## src/rtl/uart_frame_pkg.sv

```systemverilog
// uart_frame_pkg: shared types and constants
// for the UART command frame controller.
package uart_frame_pkg;

   typedef enum logic [2:0] {
      IDLE,
      OP,
      ADDR,
      LEN,
      DATA,
      CHK,
      DRAIN
   } state_t;

   localparam logic [1:0] ERR_LEN = 2'd0;
   localparam logic [1:0] ERR_CHK = 2'd1;
   localparam logic [1:0] ERR_TO  = 2'd2;
   localparam logic [1:0] ERR_OVR = 2'd3;

   localparam logic [7:0] SYNC_DEF = 8'hA5;

endpackage

```

## src/rtl/uart_frame_ctrl_if.sv

```systemverilog
// uart_frame_ctrl_if: register-write command
// channel with valid/ready handshake.
interface uart_frame_ctrl_if;

   logic       cmd_valid;
   logic       cmd_ready;
   logic [7:0] cmd_op;
   logic [7:0] cmd_addr;
   logic [7:0] cmd_wdata;

   modport master (
      output cmd_valid,
      output cmd_op,
      output cmd_addr,
      output cmd_wdata,
      input  cmd_ready
   );

   modport slave (
      input  cmd_valid,
      input  cmd_op,
      input  cmd_addr,
      input  cmd_wdata,
      output cmd_ready
   );

endinterface

```

## src/rtl/uart_frame_buf.sv

```systemverilog
// uart_frame_buf: payload register file, one
// write port, one asynchronous read port.
module uart_frame_buf #(
   parameter int DEPTH = 16,
   parameter int AW    = 4
) (
   input  logic          clk,
   input  logic          we,
   input  logic [AW-1:0] waddr,
   input  logic [7:0]    wdata,
   input  logic [AW-1:0] raddr,
   output logic [7:0]    rdata
);

   logic [7:0] mem [DEPTH];

   // payload bytes land here; contents need no reset
   always_ff @(posedge clk) begin
      if (we) mem[waddr] <= wdata;
   end

   assign rdata = mem[raddr];

endmodule

```

## src/rtl/uart_frame_ctrl.sv

```systemverilog
// uart_frame_ctrl: sync hunt, frame sequencing,
// checksum/length/timeout checks, command burst.
module uart_frame_ctrl
   import uart_frame_pkg::*;
#(
   parameter logic [7:0] SYNC        = SYNC_DEF,
   parameter int         MAX_LEN     = 16,
   parameter int         TIMEOUT_CYC = 100000
) (
   input  logic              clk,
   input  logic              rst,
   input  logic              rx_valid,
   input  logic [7:0]        rx_data,
   uart_frame_ctrl_if.master cmd,
   output logic              busy,
   output logic              frm_err,
   output logic [1:0]        err_code,
   output logic [7:0]        err_cnt
);

   localparam int AW = (MAX_LEN > 1) ? $clog2(MAX_LEN) : 1;
   localparam int TW = $clog2(TIMEOUT_CYC + 1);
   localparam logic [TW-1:0] TMO_LAST = TW'(TIMEOUT_CYC - 1);
   localparam logic [7:0] MAXL = 8'(MAX_LEN);

   state_t        state_q, state_n;
   logic [7:0]    idx_q, idx_n;
   logic [7:0]    len_q, len_n;
   logic [7:0]    op_q, op_n;
   logic [7:0]    addr_q, addr_n;
   logic [7:0]    chk_q, chk_n;
   logic [TW-1:0] tmo_q, tmo_n;
   logic          vld_q, vld_n;
   logic [7:0]    cop_q, cop_n;
   logic [7:0]    cadr_q, cadr_n;
   logic [7:0]    cdat_q, cdat_n;
   logic          busy_q, busy_n;
   logic          err_q, err_ev;
   logic [1:0]    code_q, code_n;
   logic [7:0]    cnt_q, cnt_n;
   logic          buf_we;
   logic [7:0]    buf_rdata;
   logic          hs;
   logic          last;

   uart_frame_buf #(
      .DEPTH (MAX_LEN),
      .AW    (AW)
   ) u_buf (
      .clk   (clk),
      .we    (buf_we),
      .waddr (idx_q[AW-1:0]),
      .wdata (rx_data),
      .raddr (idx_n[AW-1:0]),
      .rdata (buf_rdata)
   );

   // next-state, datapath and error decisions
   always_comb begin
      state_n = state_q;
      idx_n   = idx_q;
      len_n   = len_q;
      op_n    = op_q;
      addr_n  = addr_q;
      chk_n   = chk_q;
      tmo_n   = '0;
      vld_n   = vld_q;
      cop_n   = cop_q;
      cadr_n  = cadr_q;
      cdat_n  = cdat_q;
      err_ev  = 1'b0;
      code_n  = code_q;
      buf_we  = 1'b0;
      hs      = vld_q & cmd.cmd_ready;
      last    = (idx_q == len_q - 8'd1);

      unique case (state_q)
         IDLE: begin
            if (rx_valid && rx_data == SYNC) state_n = OP;
         end
         OP: begin
            if (rx_valid) begin
               op_n    = rx_data;
               chk_n   = rx_data;
               state_n = ADDR;
            end
         end
         ADDR: begin
            if (rx_valid) begin
               addr_n  = rx_data;
               chk_n   = chk_q ^ rx_data;
               state_n = LEN;
            end
         end
         LEN: begin
            if (rx_valid) begin
               if (rx_data == 8'd0 || rx_data > MAXL) begin
                  err_ev  = 1'b1;
                  code_n  = ERR_LEN;
                  state_n = IDLE;
               end else begin
                  len_n   = rx_data;
                  idx_n   = 8'd0;
                  chk_n   = chk_q ^ rx_data;
                  state_n = DATA;
               end
            end
         end
         DATA: begin
            if (rx_valid) begin
               buf_we = 1'b1;
               chk_n  = chk_q ^ rx_data;
               if (last) state_n = CHK;
               else      idx_n   = idx_q + 8'd1;
            end
         end
         CHK: begin
            if (rx_valid) begin
               if (rx_data == chk_q) begin
                  idx_n   = 8'd0;
                  vld_n   = 1'b1;
                  cop_n   = op_q;
                  cadr_n  = addr_q;
                  cdat_n  = buf_rdata;
                  state_n = DRAIN;
               end else begin
                  err_ev  = 1'b1;
                  code_n  = ERR_CHK;
                  state_n = IDLE;
               end
            end
         end
         DRAIN: begin
            if (rx_valid) begin
               err_ev = 1'b1;
               code_n = ERR_OVR;
            end
            if (hs) begin
               if (last) begin
                  vld_n   = 1'b0;
                  state_n = IDLE;
               end else begin
                  idx_n  = idx_q + 8'd1;
                  cadr_n = addr_q + idx_n;
                  cdat_n = buf_rdata;
               end
            end
         end
         default: state_n = IDLE;
      endcase

      if (state_q inside {OP, ADDR, LEN, DATA, CHK} && !rx_valid) begin
         if (tmo_q == TMO_LAST) begin
            err_ev  = 1'b1;
            code_n  = ERR_TO;
            state_n = IDLE;
         end else begin
            tmo_n = tmo_q + TW'(1);
         end
      end

      busy_n = (state_n != IDLE);
      cnt_n  = (err_ev && cnt_q != 8'hFF) ? cnt_q + 8'd1 : cnt_q;
   end

   // state and registered outputs
   always_ff @(posedge clk or posedge rst) begin
      if (rst) begin
         state_q <= IDLE;
         idx_q   <= '0;
         len_q   <= '0;
         op_q    <= '0;
         addr_q  <= '0;
         chk_q   <= '0;
         tmo_q   <= '0;
         vld_q   <= 1'b0;
         cop_q   <= '0;
         cadr_q  <= '0;
         cdat_q  <= '0;
         busy_q  <= 1'b0;
         err_q   <= 1'b0;
         code_q  <= '0;
         cnt_q   <= '0;
      end else begin
         state_q <= state_n;
         idx_q   <= idx_n;
         len_q   <= len_n;
         op_q    <= op_n;
         addr_q  <= addr_n;
         chk_q   <= chk_n;
         tmo_q   <= tmo_n;
         vld_q   <= vld_n;
         cop_q   <= cop_n;
         cadr_q  <= cadr_n;
         cdat_q  <= cdat_n;
         busy_q  <= busy_n;
         err_q   <= err_ev;
         code_q  <= code_n;
         cnt_q   <= cnt_n;
      end
   end

   assign cmd.cmd_valid = vld_q;
   assign cmd.cmd_op    = cop_q;
   assign cmd.cmd_addr  = cadr_q;
   assign cmd.cmd_wdata = cdat_q;
   assign busy          = busy_q;
   assign frm_err       = err_q;
   assign err_code      = code_q;
   assign err_cnt       = cnt_q;

endmodule

```

## src/flat_wrapper.sv

```systemverilog
// flat-port wrapper written by rule: the top's interface ports become plain ports
module uart_frame_ctrl_flat import uart_frame_pkg::*;
#(
   parameter logic [7:0] SYNC        = SYNC_DEF,
   parameter int         MAX_LEN     = 16,
   parameter int         TIMEOUT_CYC = 100000
)
  (clk, rst, rx_valid, rx_data, busy, frm_err, err_code, err_cnt, cmd_cmd_valid, cmd_cmd_op, cmd_cmd_addr, cmd_cmd_wdata, cmd_cmd_ready);
  uart_frame_ctrl_if cmd_i ();
  input  logic clk;
  input  logic rst;
  input  logic rx_valid;
  input  logic [7:0] rx_data;
  output logic busy;
  output logic frm_err;
  output logic [1:0] err_code;
  output logic [7:0] err_cnt;
  output wire logic [$bits(cmd_i.cmd_valid)-1:0] cmd_cmd_valid;
  output wire logic [$bits(cmd_i.cmd_op)-1:0] cmd_cmd_op;
  output wire logic [$bits(cmd_i.cmd_addr)-1:0] cmd_cmd_addr;
  output wire logic [$bits(cmd_i.cmd_wdata)-1:0] cmd_cmd_wdata;
  input wire logic [$bits(cmd_i.cmd_ready)-1:0] cmd_cmd_ready;
  assign cmd_cmd_valid = cmd_i.cmd_valid;
  assign cmd_cmd_op = cmd_i.cmd_op;
  assign cmd_cmd_addr = cmd_i.cmd_addr;
  assign cmd_cmd_wdata = cmd_i.cmd_wdata;
  assign cmd_i.cmd_ready = cmd_cmd_ready;
  uart_frame_ctrl #(.SYNC(SYNC), .MAX_LEN(MAX_LEN), .TIMEOUT_CYC(TIMEOUT_CYC)) u_core (.clk(clk), .rst(rst), .rx_valid(rx_valid), .rx_data(rx_data), .cmd(cmd_i), .busy(busy), .frm_err(frm_err), .err_code(err_code), .err_cnt(err_cnt));
endmodule
```

## config.mk

```make
export PLATFORM = sky130hd
export DESIGN_NAME = uart_frame_ctrl_flat
export DESIGN_NICKNAME = d
export VERILOG_FILES = /design/src/rtl/uart_frame_pkg.sv /design/src/rtl/uart_frame_ctrl_if.sv /design/src/rtl/uart_frame_buf.sv /design/src/rtl/uart_frame_ctrl.sv /design/src/flat_wrapper.sv
export SDC_FILE = /design/constraint.sdc
export NUM_CORES = 1
export LEC_CHECK = 0
export BUFFER_PORTS_ARGS = -buffer_cell sky130_fd_sc_hd__buf_2
export CAP_MARGIN = 20
export CORE_MARGIN = 10
export CORE_UTILIZATION = 40
export CTS_BUF_LIST = sky130_fd_sc_hd__clkbuf_8
export DETAILED_ROUTE_END_ITERATION = 12
export MAX_ROUTING_LAYER = met4
export PLACE_DENSITY = 0.63
export SYNTH_ARGS = -nofsm -noshare
export SYNTH_HDL_FRONTEND = slang
export SYNTH_HIERARCHICAL = 1
export SYNTH_SLANG_ARGS = --single-unit
```

## constraint.sdc

```tcl
create_clock -name clk -period 6 [get_ports clk]
set_input_delay 0.3 -clock clk [delete_from_list [all_inputs] [get_ports clk]]
set_output_delay 0.3 -clock clk [all_outputs]
set_load 0.05 [all_outputs]
```

==> flow_metrics.env, run 1 <==
export IMPL_period_share=0.784
export IMPL_outcome="completed"
export IMPL_routed_wl_mm=23.0
export IMPL_syn_to_final_growth_pct=13.4
export IMPL_path_class="reg -> reg"
export IMPL_yosys_warnings=6
export IMPL_crit_path_end_kind="flop"
export IMPL_post_synth_top_area_cell="edfxtp_1"
export IMPL_powerDensity_nw_per_um2=365
export IMPL_die_area_sq_um=32100
export IMPL_clkLatencyLatePin_ns=0.54
export IMPL_dr_pass1_iters=5
export IMPL_netlist_instances=740
export IMPL_slew_headroom=0.266
export IMPL_first_global_vias=6529
export IMPL_p_leak_nw=4.50
export IMPL_grt_max_degree=75
export IMPL_crit_arrival_ns=5.12
export IMPL_hold_viol=0
export IMPL_cts_root_buffer="clkbuf_8"
export IMPL_final_setup_tns_ns=0
export IMPL_fillers=2235
export IMPL_worstPathMaxFanout=19
export IMPL_syn_cell_area_sq_um=10100
export IMPL_cap_violations=0
export IMPL_min_period_ns=4.70
export IMPL_rsz0062_at_grt="false"
export IMPL_fp_coreArea_sq_um=25000
export IMPL_io_pin_count=49
export IMPL_cts_max_level=2
export IMPL_ys_flop_type="edfxtp_1"
export IMPL_p_seq_frac=0.458
export IMPL_hp_class="in -> reg"
export IMPL_initial_core_util=0.405
export IMPL_dp_hpwl_mm=14.4
export IMPL_yosysTopAreaCellShare=0.379
export IMPL_crit_path_frequent_cell="mux2_2"
export IMPL_cts_sinks=225
export IMPL_die_w_um=179
export IMPL_nets=829
export IMPL_pre_cts_slack_ns=1.26
export IMPL_ant_nets=0
export IMPL_worstPathRequired_ns=6.42
export IMPL_path_clk_slew_ns=0.06
export IMPL_synthTopCellsByArea="edfxtp_1 38%, dfrtp_1 24%, mux4_2 4.0%"
export IMPL_numCtsBuffers=39
export IMPL_syn_nets=764
export IMPL_globalplace_congestion=0.823
export IMPL_path_buf_inv=1
export IMPL_crit_chain="or3_4, or3_1, a31o_1, or4_4, or2_4, o21ai_4, mux2_2, buf_4, mux4_1, a22oi_1, nand2_1, mux2_2"
export IMPL_wl_per_cell_um=19.7
export IMPL_portBuffers=48
export IMPL_grt_pass1_wl_mm=36.2
export IMPL_overflow=0
export IMPL_async_flop_share=0.431
export IMPL_p_int_w=0.00290
export IMPL_vias=6271
export IMPL_ir_drop_uv=243
export IMPL_path_delay_family="simple AND/OR/NAND/NOR gates"
export IMPL_switchingPower_w=0.00130
export IMPL_maxSlewViolCount=0
export IMPL_tightestPinTransition_ns=1.10
export IMPL_drive_above_1_share=0.214
export IMPL_yosysMostFrequentCell="edfxtp_1"
export IMPL_die_h_um=179
export IMPL_grt_antenna_before_repair=0
export IMPL_slowest_delay_ns=0.64
export IMPL_p_comb_frac=0.220
export IMPL_drc=0
export IMPL_drtIter0Drc=553
export IMPL_antenna_cells=0
export IMPL_cts_tree="built"
export IMPL_setup_ws_ns=1.30
export IMPL_yosysUniqueCellTypes=72
export IMPL_p_clk_frac=0.323
export IMPL_swShare=0.309
export IMPL_skew_ns=0.0384
export IMPL_yosysSeqAreaShare=0.619
export IMPL_avgSynthCellArea_sq_um=13.7
export IMPL_crit_path_start_kind="flop"
export IMPL_setup_viol_count_final=0
export IMPL_synth_edf_count=128
export IMPL_max_freq_mhz=213
export IMPL_gr_usage_all_layers=0.149
export IMPL_cp_slowest_cell="mux2_2"
export IMPL_netlist_top_cells_count="128 x edfxtp_1, 97 x dfrtp_1, 71 x nand2_1"
export IMPL_placement_rows=58
export IMPL_cts_buffer_depth=3
export IMPL_rrSetupSlack_ns=1.30
export IMPL_vias_per_cell=5.39
export IMPL_ys_seq_elements=225
==> cell usage in the layout (no fill, tap or decap), types with 18 or more instances in the layout <==
cell,count
dfrtp_1,97
mux2_2,30
a21oi_1,23
mux4_2,18
xor2_1,24
inv_1,23
edfxtp_1,128
a22oi_1,19
buf_2,49
nand3_1,23
xnor2_1,20
nor2_1,51
nand2_1,71
clkbuf_8,49
==> routing by layer <==
metal,wire length (um),GRT usage,vias to the layer above
li1,-,-,2941
met1,10300,0.190,3132
met2,11100,0.240,157
met3,1110,0.0289,41
met4,405,0.0403,0
met5,0,-,-
==> final cells by class <==
type	instances	area, sq um	area share
multi-input cells	466	3650	0.317
clock inverters	20	92.6	0.00806
clock buffers	49	674	0.0587
repair buffers	60	345	0.0300
well taps	330	413	0.0359
inverters	13	51.3	0.00446
flip-flops and latches	225	6270	0.546
==> per-stage QoR <==
stage | util | instances | power, W | hold slack (ns) | area (sq um)
floorplan | - | 740 | 0.00267 | 0.399 | 10100
global placement | 0.426 | 1087 | 0.00285 | 0.277 | 10700
detailed placement | 0.426 | 1088 | 0.00287 | 0.289 | 10700
CTS | 0.457 | 1158 | 0.00424 | 0.104 | 11400
global route | 0.459 | 1163 | 0.00443 | 0.126 | 11500
finish | 0.459 | 1163 | 0.00420 | 0.127 | 11500
==> what timing repair did <==
item / 4_1_cts / 5_1_grt
endpoints found under the hold margin: 23 / 0
resized for setup: 0 / 0
setup buffers: 0 / 0
hold buffers: 1 / 0
==> kinds of logic after synthesis <==
| kind of cell | count (synthesis) | share of synthesized area |
|---|---|---|
| mux | 67 | 0.115 |
| compound gates | 108 | 0.0750 |
| flops | 225 | 0.619 |
| fa+ha+maj | 12 | 0.0155 |
| xor+xnor | 44 | 0.0380 |
| buf+inv | 49 | 0.0238 |
| simple gates | 235 | 0.115 |
==> power groups by stage <==
| stage | Sequential [W] | Combinational (W) | Clock [W] |
|---|---|---|---|
| after CTS | 0.00192 | 0.000929 | 0.00139 |
| after floorplan | 0.00202 | 0.000648 | 0 |
| after detailed placement | 0.00195 | 0.000924 | 0 |
| final | 0.00192 | 0.000922 | 0.00135 |
| after global routing | 0.00194 | 0.00103 | 0.00146 |
| after global placement | 0.00195 | 0.000907 | 0 |
==> state kept, by name (all words and copies together) (netlist names) <==
register and flops:
u_core/u_buf/mem 128, u_core/state_q 3, u_core/cmd.cmd_addr 8, u_core/chk_q 8, u_core/op_q 8, u_core/idx_q 8, u_core/cmd.cmd_op 8, u_core/tmo_q 17
u_core/busy 1, u_core/err_cnt 8, u_core/err_code 2, u_core/cmd.cmd_valid 1, u_core/frm_err 1, u_core/addr_q 8, u_core/cmd.cmd_wdata 8, u_core/len_q 8
==> final timing paths <==
path / startpoint / endpoint / cells after the start
min in group asynchronous: rst / u_core/cmd.cmd_addr[5] / 3
worst min register to register: u_core/tmo_q[0] / u_core/tmo_q[0] / 1
worst min-delay path: cmd_cmd_ready / u_core/cmd.cmd_valid / 3
worst max-delay path: u_core/len_q[2] / u_core/cmd.cmd_wdata[5] / 12
worst max register to register: u_core/len_q[2] / u_core/cmd.cmd_wdata[5] / 12
max in group asynchronous: rst / u_core/len_q[0] / 4
==> worst min-delay path: stages <==
cell and delay [ns]:
buf_2 0.13, nand2_1 0.06, a22o_1 0.13
Power figures use the tool's default switching activity.
==> run 2: changes to the inputs <==
--- a/config.mk
+++ b/config.mk
@@ -12,7 +12,7 @@
 export CTS_BUF_LIST = sky130_fd_sc_hd__clkbuf_8
 export DETAILED_ROUTE_END_ITERATION = 12
 export MAX_ROUTING_LAYER = met4
-export PLACE_DENSITY = 0.63
+export PLACE_DENSITY = 0.65
 export SYNTH_ARGS = -nofsm -noshare
 export SYNTH_HDL_FRONTEND = slang
 export SYNTH_HIERARCHICAL = 1
==> constraint.sdc (replaced) <==
create_clock -name clk -period 4.1 [get_ports clk]
set_input_delay 0.205 -clock clk [delete_from_list [all_inputs] [get_ports clk]]
set_output_delay 0.205 -clock clk [all_outputs]
set_load 0.05 [all_outputs]
==> run 2 against run 1 <==
Clock skew is 0.0041 ns lower. First-iteration DRC count is 3.8% lower. Via count is 2.4% higher. Non-clock buffer count is 31 higher. Largest power group unchanged. Core utilization is 0.93 points higher. Critical endpoint is now u_core/cmd.cmd_wdata[3].
==> flow_metrics.env, run 2 (synthesis results as in run 1) <==
export IMPL_die_area_sq_um=32100
export IMPL_slowest_delay_ns=0.56
export IMPL_cts_buffer_depth=3
export IMPL_nets=860
export IMPL_gr_usage_all_layers=0.152
export IMPL_min_delay_worst_endpoint="u_core/cmd.cmd_valid"
export IMPL_cp_slowest_cell="mux4_1"
export IMPL_swShare=0.313
export IMPL_r2r_start="u_core/len_q[2]"
export IMPL_cap_violations=0
export IMPL_skew_ns=0.0343
export IMPL_path_clk_slew_ns=0.06
export IMPL_drc=0
export IMPL_ir_drop_uv=443
export IMPL_r2r_end="u_core/cmd.cmd_wdata[3]"
export IMPL_path_class="reg -> reg"
export IMPL_grt_max_degree=65
export IMPL_dr_pass1_iters=7
export IMPL_drtIter0Drc=532
export IMPL_final_cell_mix="128 x edfxtp_1, 97 x dfrtp_1, 71 x nand2_1"
export IMPL_hold_viol=0
export IMPL_p_comb_frac=0.233
export IMPL_biggestRegsByFlops="u_core/u_buf/mem: 128 flops, u_core/tmo_q: 17 flops"
export IMPL_placed_cell_area_sq_um=10900
export IMPL_crit_path_end_kind="flop"
export IMPL_wl_per_cell_um=19.8
export IMPL_tightestPinTransition_ns=1.10
export IMPL_min_delay_start="cmd_cmd_ready"
export IMPL_period_share=0.960
export IMPL_syn_to_final_growth_pct=15.7
export IMPL_portBuffers=48
export IMPL_worstPathMaxFanout=16
export IMPL_switchingPower_w=0.00193
export IMPL_r2r_cells=12
export IMPL_io_pin_count=49
export IMPL_hold_depth=3
export IMPL_crit_path_start_kind="flop"
export IMPL_largest_register="u_core/u_buf/mem"
export IMPL_ant_nets=0
export IMPL_p_clk_frac=0.315
export IMPL_overflow=0
export IMPL_p_seq_frac=0.452
export IMPL_fp_coreArea_sq_um=25000
export IMPL_initial_core_util=0.405
export IMPL_antenna_cells=0
export IMPL_die_w_um=179
export IMPL_clkLatencyLatePin_ns=0.55
export IMPL_cts_root_buffer="clkbuf_8"
export IMPL_max_freq_mhz=254
export IMPL_fin_cells=1194
export IMPL_worstPathRequired_ns=4.52
export IMPL_p_int_w=0.00425
export IMPL_largest_register_ffs=128
export IMPL_rsz0062_at_grt="false"
export IMPL_path_delay_family="simple AND/OR/NAND/NOR gates"
export IMPL_drive_above_1_share=0.236
export IMPL_maxSlewViolCount=0
export IMPL_dp_hpwl_mm=15.3
export IMPL_globalplace_congestion=0.778
export IMPL_routed_wl_mm=23.7
export IMPL_hp_class="in -> reg"
export IMPL_slew_headroom=0.264
export IMPL_cts_tree="built"
export IMPL_setup_viol_count_final=0
export IMPL_grt_antenna_before_repair=1
export IMPL_rrSetupSlack_ns=0.17
export IMPL_cts_sinks=225
export IMPL_final_setup_tns_ns=0
export IMPL_placement_rows=58
export IMPL_powerDensity_nw_per_um2=527
export IMPL_cts_max_level=2
export IMPL_numCtsBuffers=39
export IMPL_outcome="completed"
export IMPL_grt_pass1_wl_mm=36.6
export IMPL_first_global_vias=6579
export IMPL_cts_setup_buffers=0
export IMPL_dp_cells=1122
export IMPL_p_leak_nw=4.64
export IMPL_vias=6422
export IMPL_min_period_ns=3.93
export IMPL_fin_area_sq_um=11700
export IMPL_die_h_um=179
export IMPL_vias_per_cell=5.38
export IMPL_layout_commonest_cell="edfxtp_1"
export IMPL_crit_arrival_ns=4.35
export IMPL_crit_chain="or3_4, or3_1, a31o_1, or4_4, or2_4, o21ai_4, mux2_4, buf_12, mux4_1, a22oi_1, nand2_1, mux2_2"
export IMPL_path_buf_inv=1
[run 2: worst register-to-register path, stage by stage (launching register included)]
cell and delay (ns):
dfrtp_1 0.38, or3_4 0.41, or3_1 0.31, a31o_1 0.22
or4_4 0.53, or2_4 0.30, o21ai_4 0.13, mux2_4 0.23
buf_12 0.19, mux4_1 0.58, a22oi_1 0.22, nand2_1 0.07
mux2_2 0.26
[run 2: area by class of cell]
| type | count | area, sq um |
|---|---|---|
| Clock buffer | 42 | 578 |
| Clock inverter | 27 | 169 |
| Fill cell | 2252 | 13300 |
| Inverter | 13 | 51.3 |
| Multi-Input combinational cell | 466 | 3640 |
| Sequential cell | 225 | 6270 |
| Tap cell | 330 | 413 |
| Timing Repair Buffer | 91 | 606 |
[run 2: worst max path at each step]
stage | from | to | slack (ns) | cells after the start
6_report | u_core/len_q[2] | u_core/cmd.cmd_wdata[3] | 0.17 | 12
3_5_place_dp | u_core/len_q[2] | u_core/cmd.cmd_wdata[3] | 0.09 | 12
2_1_floorplan | u_core/len_q[2] | u_core/cmd.cmd_wdata[1] | 0.12 | 13
4_1_cts | u_core/len_q[2] | u_core/cmd.cmd_wdata[3] | 0.07 | 12
3_3_place_gp | u_core/len_q[2] | u_core/cmd.cmd_wdata[1] | 0.12 | 12
5_1_grt | u_core/len_q[2] | u_core/cmd.cmd_wdata[1] | 0.05 | 12
[run 2: power groups by stage]
| stage | logic (W) | clock network, W | registers [W] |
|---|---|---|---|
| after CTS | 0.00143 | 0.00201 | 0.00279 |
| after global placement | 0.00140 | 0 | 0.00284 |
| final | 0.00144 | 0.00195 | 0.00279 |
| after global routing | 0.00160 | 0.00211 | 0.00283 |
| after floorplan | 0.000948 | 0 | 0.00295 |
| after detailed placement | 0.00142 | 0 | 0.00284 |
[run 2: repair_timing]
action / 4_1_cts / 5_1_grt
hold buffers: 1 / 0
endpoints found under the hold margin: 63 / 0
endpoints found under the setup margin: 0 / 6
resized for setup: 0 / 1
[run 2: routing by layer]
metal  routed length, um  track usage  up-vias
met3                1300       0.0312       36
met2               11800        0.253      179
met5                   0            -        -
met4                 417       0.0427        0
li1                    -            -     2999
met1               10200        0.184     3208
[run 2: metrics by stage]
stage | worst slack [ns] | hold slack [ns] | util | power (W)
after floorplan | 0.124 | 0.304 | - | 0.00390
after global placement | 0.120 | 0.443 | 0.437 | 0.00424
after detailed placement | 0.0877 | 0.436 | 0.437 | 0.00426
after CTS | 0.0704 | 0.000785 | 0.467 | 0.00623
after global routing | 0.0531 | 0.0277 | 0.468 | 0.00653
final | 0.166 | 0.0252 | 0.468 | 0.00618
==> run 3: changes to the inputs <==
--- a/config.mk
+++ b/config.mk
@@ -13,6 +13,7 @@
 export DETAILED_ROUTE_END_ITERATION = 12
 export MAX_ROUTING_LAYER = met4
 export PLACE_DENSITY = 0.65
+export RECOVER_POWER = 25
 export SYNTH_ARGS = -nofsm -noshare
 export SYNTH_HDL_FRONTEND = slang
 export SYNTH_HIERARCHICAL = 1
==> run 3 against run 2 <==
Core utilization decreased by 0.16 points. Final area decreased by 0.34%. Power decreased by 0.10%. Critical path type unchanged. Largest power group unchanged.
==> flow_metrics.env, run 3 (synthesis results as in run 1) <==
export IMPL_cts_sinks=225
export IMPL_fin_hold_ws_ns=0.0248
export IMPL_biggestRegsByFlops="u_core/u_buf/mem: 128 flops, u_core/tmo_q: 17 flops"
export IMPL_globalplace_congestion=0.778
export IMPL_slew_headroom=0.253
export IMPL_nets=860
export IMPL_grt_max_degree=65
export IMPL_initial_core_util=0.405
export IMPL_crit_path_start_kind="flop"
export IMPL_cap_violations=0
export IMPL_drtIter0Drc=482
export IMPL_die_area_sq_um=32100
export IMPL_crit_path_end_kind="flop"
export IMPL_largest_register="u_core/u_buf/mem"
export IMPL_clkLatencyLatePin_ns=0.55
export IMPL_layout_commonest_cell="edfxtp_1"
export IMPL_cts_root_buffer="clkbuf_8"
export IMPL_max_freq_mhz=254
export IMPL_crit_arrival_ns=4.35
export IMPL_dp_hpwl_mm=15.3
export IMPL_tightestPinTransition_ns=1.12
export IMPL_placement_rows=58
export IMPL_rsz0062_at_grt="false"
export IMPL_hp_class="in -> reg"
export IMPL_vias_per_cell=5.38
export IMPL_path_class="reg -> reg"
export IMPL_skew_ns=0.0342
export IMPL_r2r_cells=12
export IMPL_routed_wl_mm=23.7
export IMPL_setup_viol_count_final=0
export IMPL_die_h_um=179
export IMPL_largest_register_ffs=128
export IMPL_dp_cells=1122
export IMPL_grt_pass1_wl_mm=36.6
export IMPL_drc=0
export IMPL_period_share=0.959
export IMPL_cts_buffer_depth=3
export IMPL_numCtsBuffers=39
export IMPL_min_period_ns=3.93
export IMPL_outcome="completed"
export IMPL_vias=6429
export IMPL_cts_max_level=2
export IMPL_cts_tree="built"
export IMPL_rrSetupSlack_ns=0.17
export IMPL_powerDensity_nw_per_um2=528
export IMPL_final_setup_tns_ns=0
export IMPL_portBuffers=48
export IMPL_ir_drop_uv=443
export IMPL_wl_per_cell_um=19.8
export IMPL_hold_viol=0
export IMPL_first_global_vias=6579
export IMPL_ant_nets=0
export IMPL_maxSlewViolCount=0
export IMPL_dr_pass1_iters=5
export IMPL_worstPathMaxFanout=16
export IMPL_hold_depth=3
export IMPL_cts_setup_buffers=0
export IMPL_fp_coreArea_sq_um=25000
export IMPL_die_w_um=179
export IMPL_syn_to_final_growth_pct=15.3
export IMPL_antenna_cells=0
export IMPL_io_pin_count=49
export IMPL_overflow=0
export IMPL_gr_usage_all_layers=0.152
export IMPL_grt_antenna_before_repair=1
export IMPL_worstPathRequired_ns=4.52
export IMPL_p_leak_nw=4.59
export IMPL_final_cell_mix="128 x edfxtp_1, 97 x dfrtp_1, 71 x nand2_1"
export IMPL_drive_above_1_share=0.218
export IMPL_fin_cells=1194
export IMPL_path_clk_slew_ns=0.06
run 3: changes by cell type in the layout (fill, tap and decap cells not counted):
cell and delta:
buf_4 -8, clkbuf_1 +16, buf_2 -8
run 3: timing repair:
item,CTS,global route
endpoints found under the hold margin,63,0
setup endpoints to repair,0,6
resized for setup,0,1
hold buffers,1,0
run 3: cell type report:
| class | count | area [sq um] |
|---|---|---|
| flip-flops and latches | 225 | 6270 |
| fillers | 2261 | 13300 |
| clock buffers | 42 | 578 |
| multi-input cells | 466 | 3640 |
| repair buffers | 91 | 566 |
| inverters | 13 | 51.3 |
| clock inverters | 27 | 169 |
| well taps | 330 | 413 |
run 3: metrics by stage:
stage / total power (W) / worst slack (ns) / instance area (sq um) / utilization
after CTS: 0.00623 / 0.0704 / 11700 / 0.467
after global placement: 0.00424 / 0.120 / 10900 / 0.437
final: 0.00618 / 0.168 / 11700 / 0.467
after detailed placement: 0.00426 / 0.0877 / 10900 / 0.437
after global routing: 0.00653 / 0.0531 / 11700 / 0.467
after floorplan: 0.00390 / 0.124 / 10100 / -
run 3: path summary, 6_finish.rpt:
kind	start	end
worst max-delay path	u_core/len_q[2]	u_core/cmd.cmd_wdata[3]
worst min-delay path	cmd_cmd_ready	u_core/cmd.cmd_valid
worst max register to register	u_core/len_q[2]	u_core/cmd.cmd_wdata[3]
worst min register to register	u_core/tmo_q[0]	u_core/tmo_q[0]
max in group asynchronous	rst	u_core/cmd.cmd_addr[7]
min in group asynchronous	rst	u_core/cmd.cmd_op[4]
run 3: report_power, final:
part           internal [W]  switching (W)
combinational      0.000620       0.000817
sequential          0.00260       0.000199
clock               0.00103       0.000916
run 3: critical path: stages (launching register included):
cell and delay (ns):
dfrtp_1 0.38, or3_4 0.41, or3_1 0.31, a31o_1 0.22, or4_4 0.53, or2_4 0.30, o21ai_4 0.13, mux2_4 0.23
buf_12 0.19, mux4_1 0.57, a22oi_1 0.22, nand2_1 0.07, mux2_2 0.26
run 3: routing by layer:
metal,track usage,vias to the layer above,wire [um]
met5,-,-,0
met2,0.253,169,11900
met1,0.184,3226,10200
li1,-,2997,-
met4,0.0427,0,403
met3,0.0312,37,1250
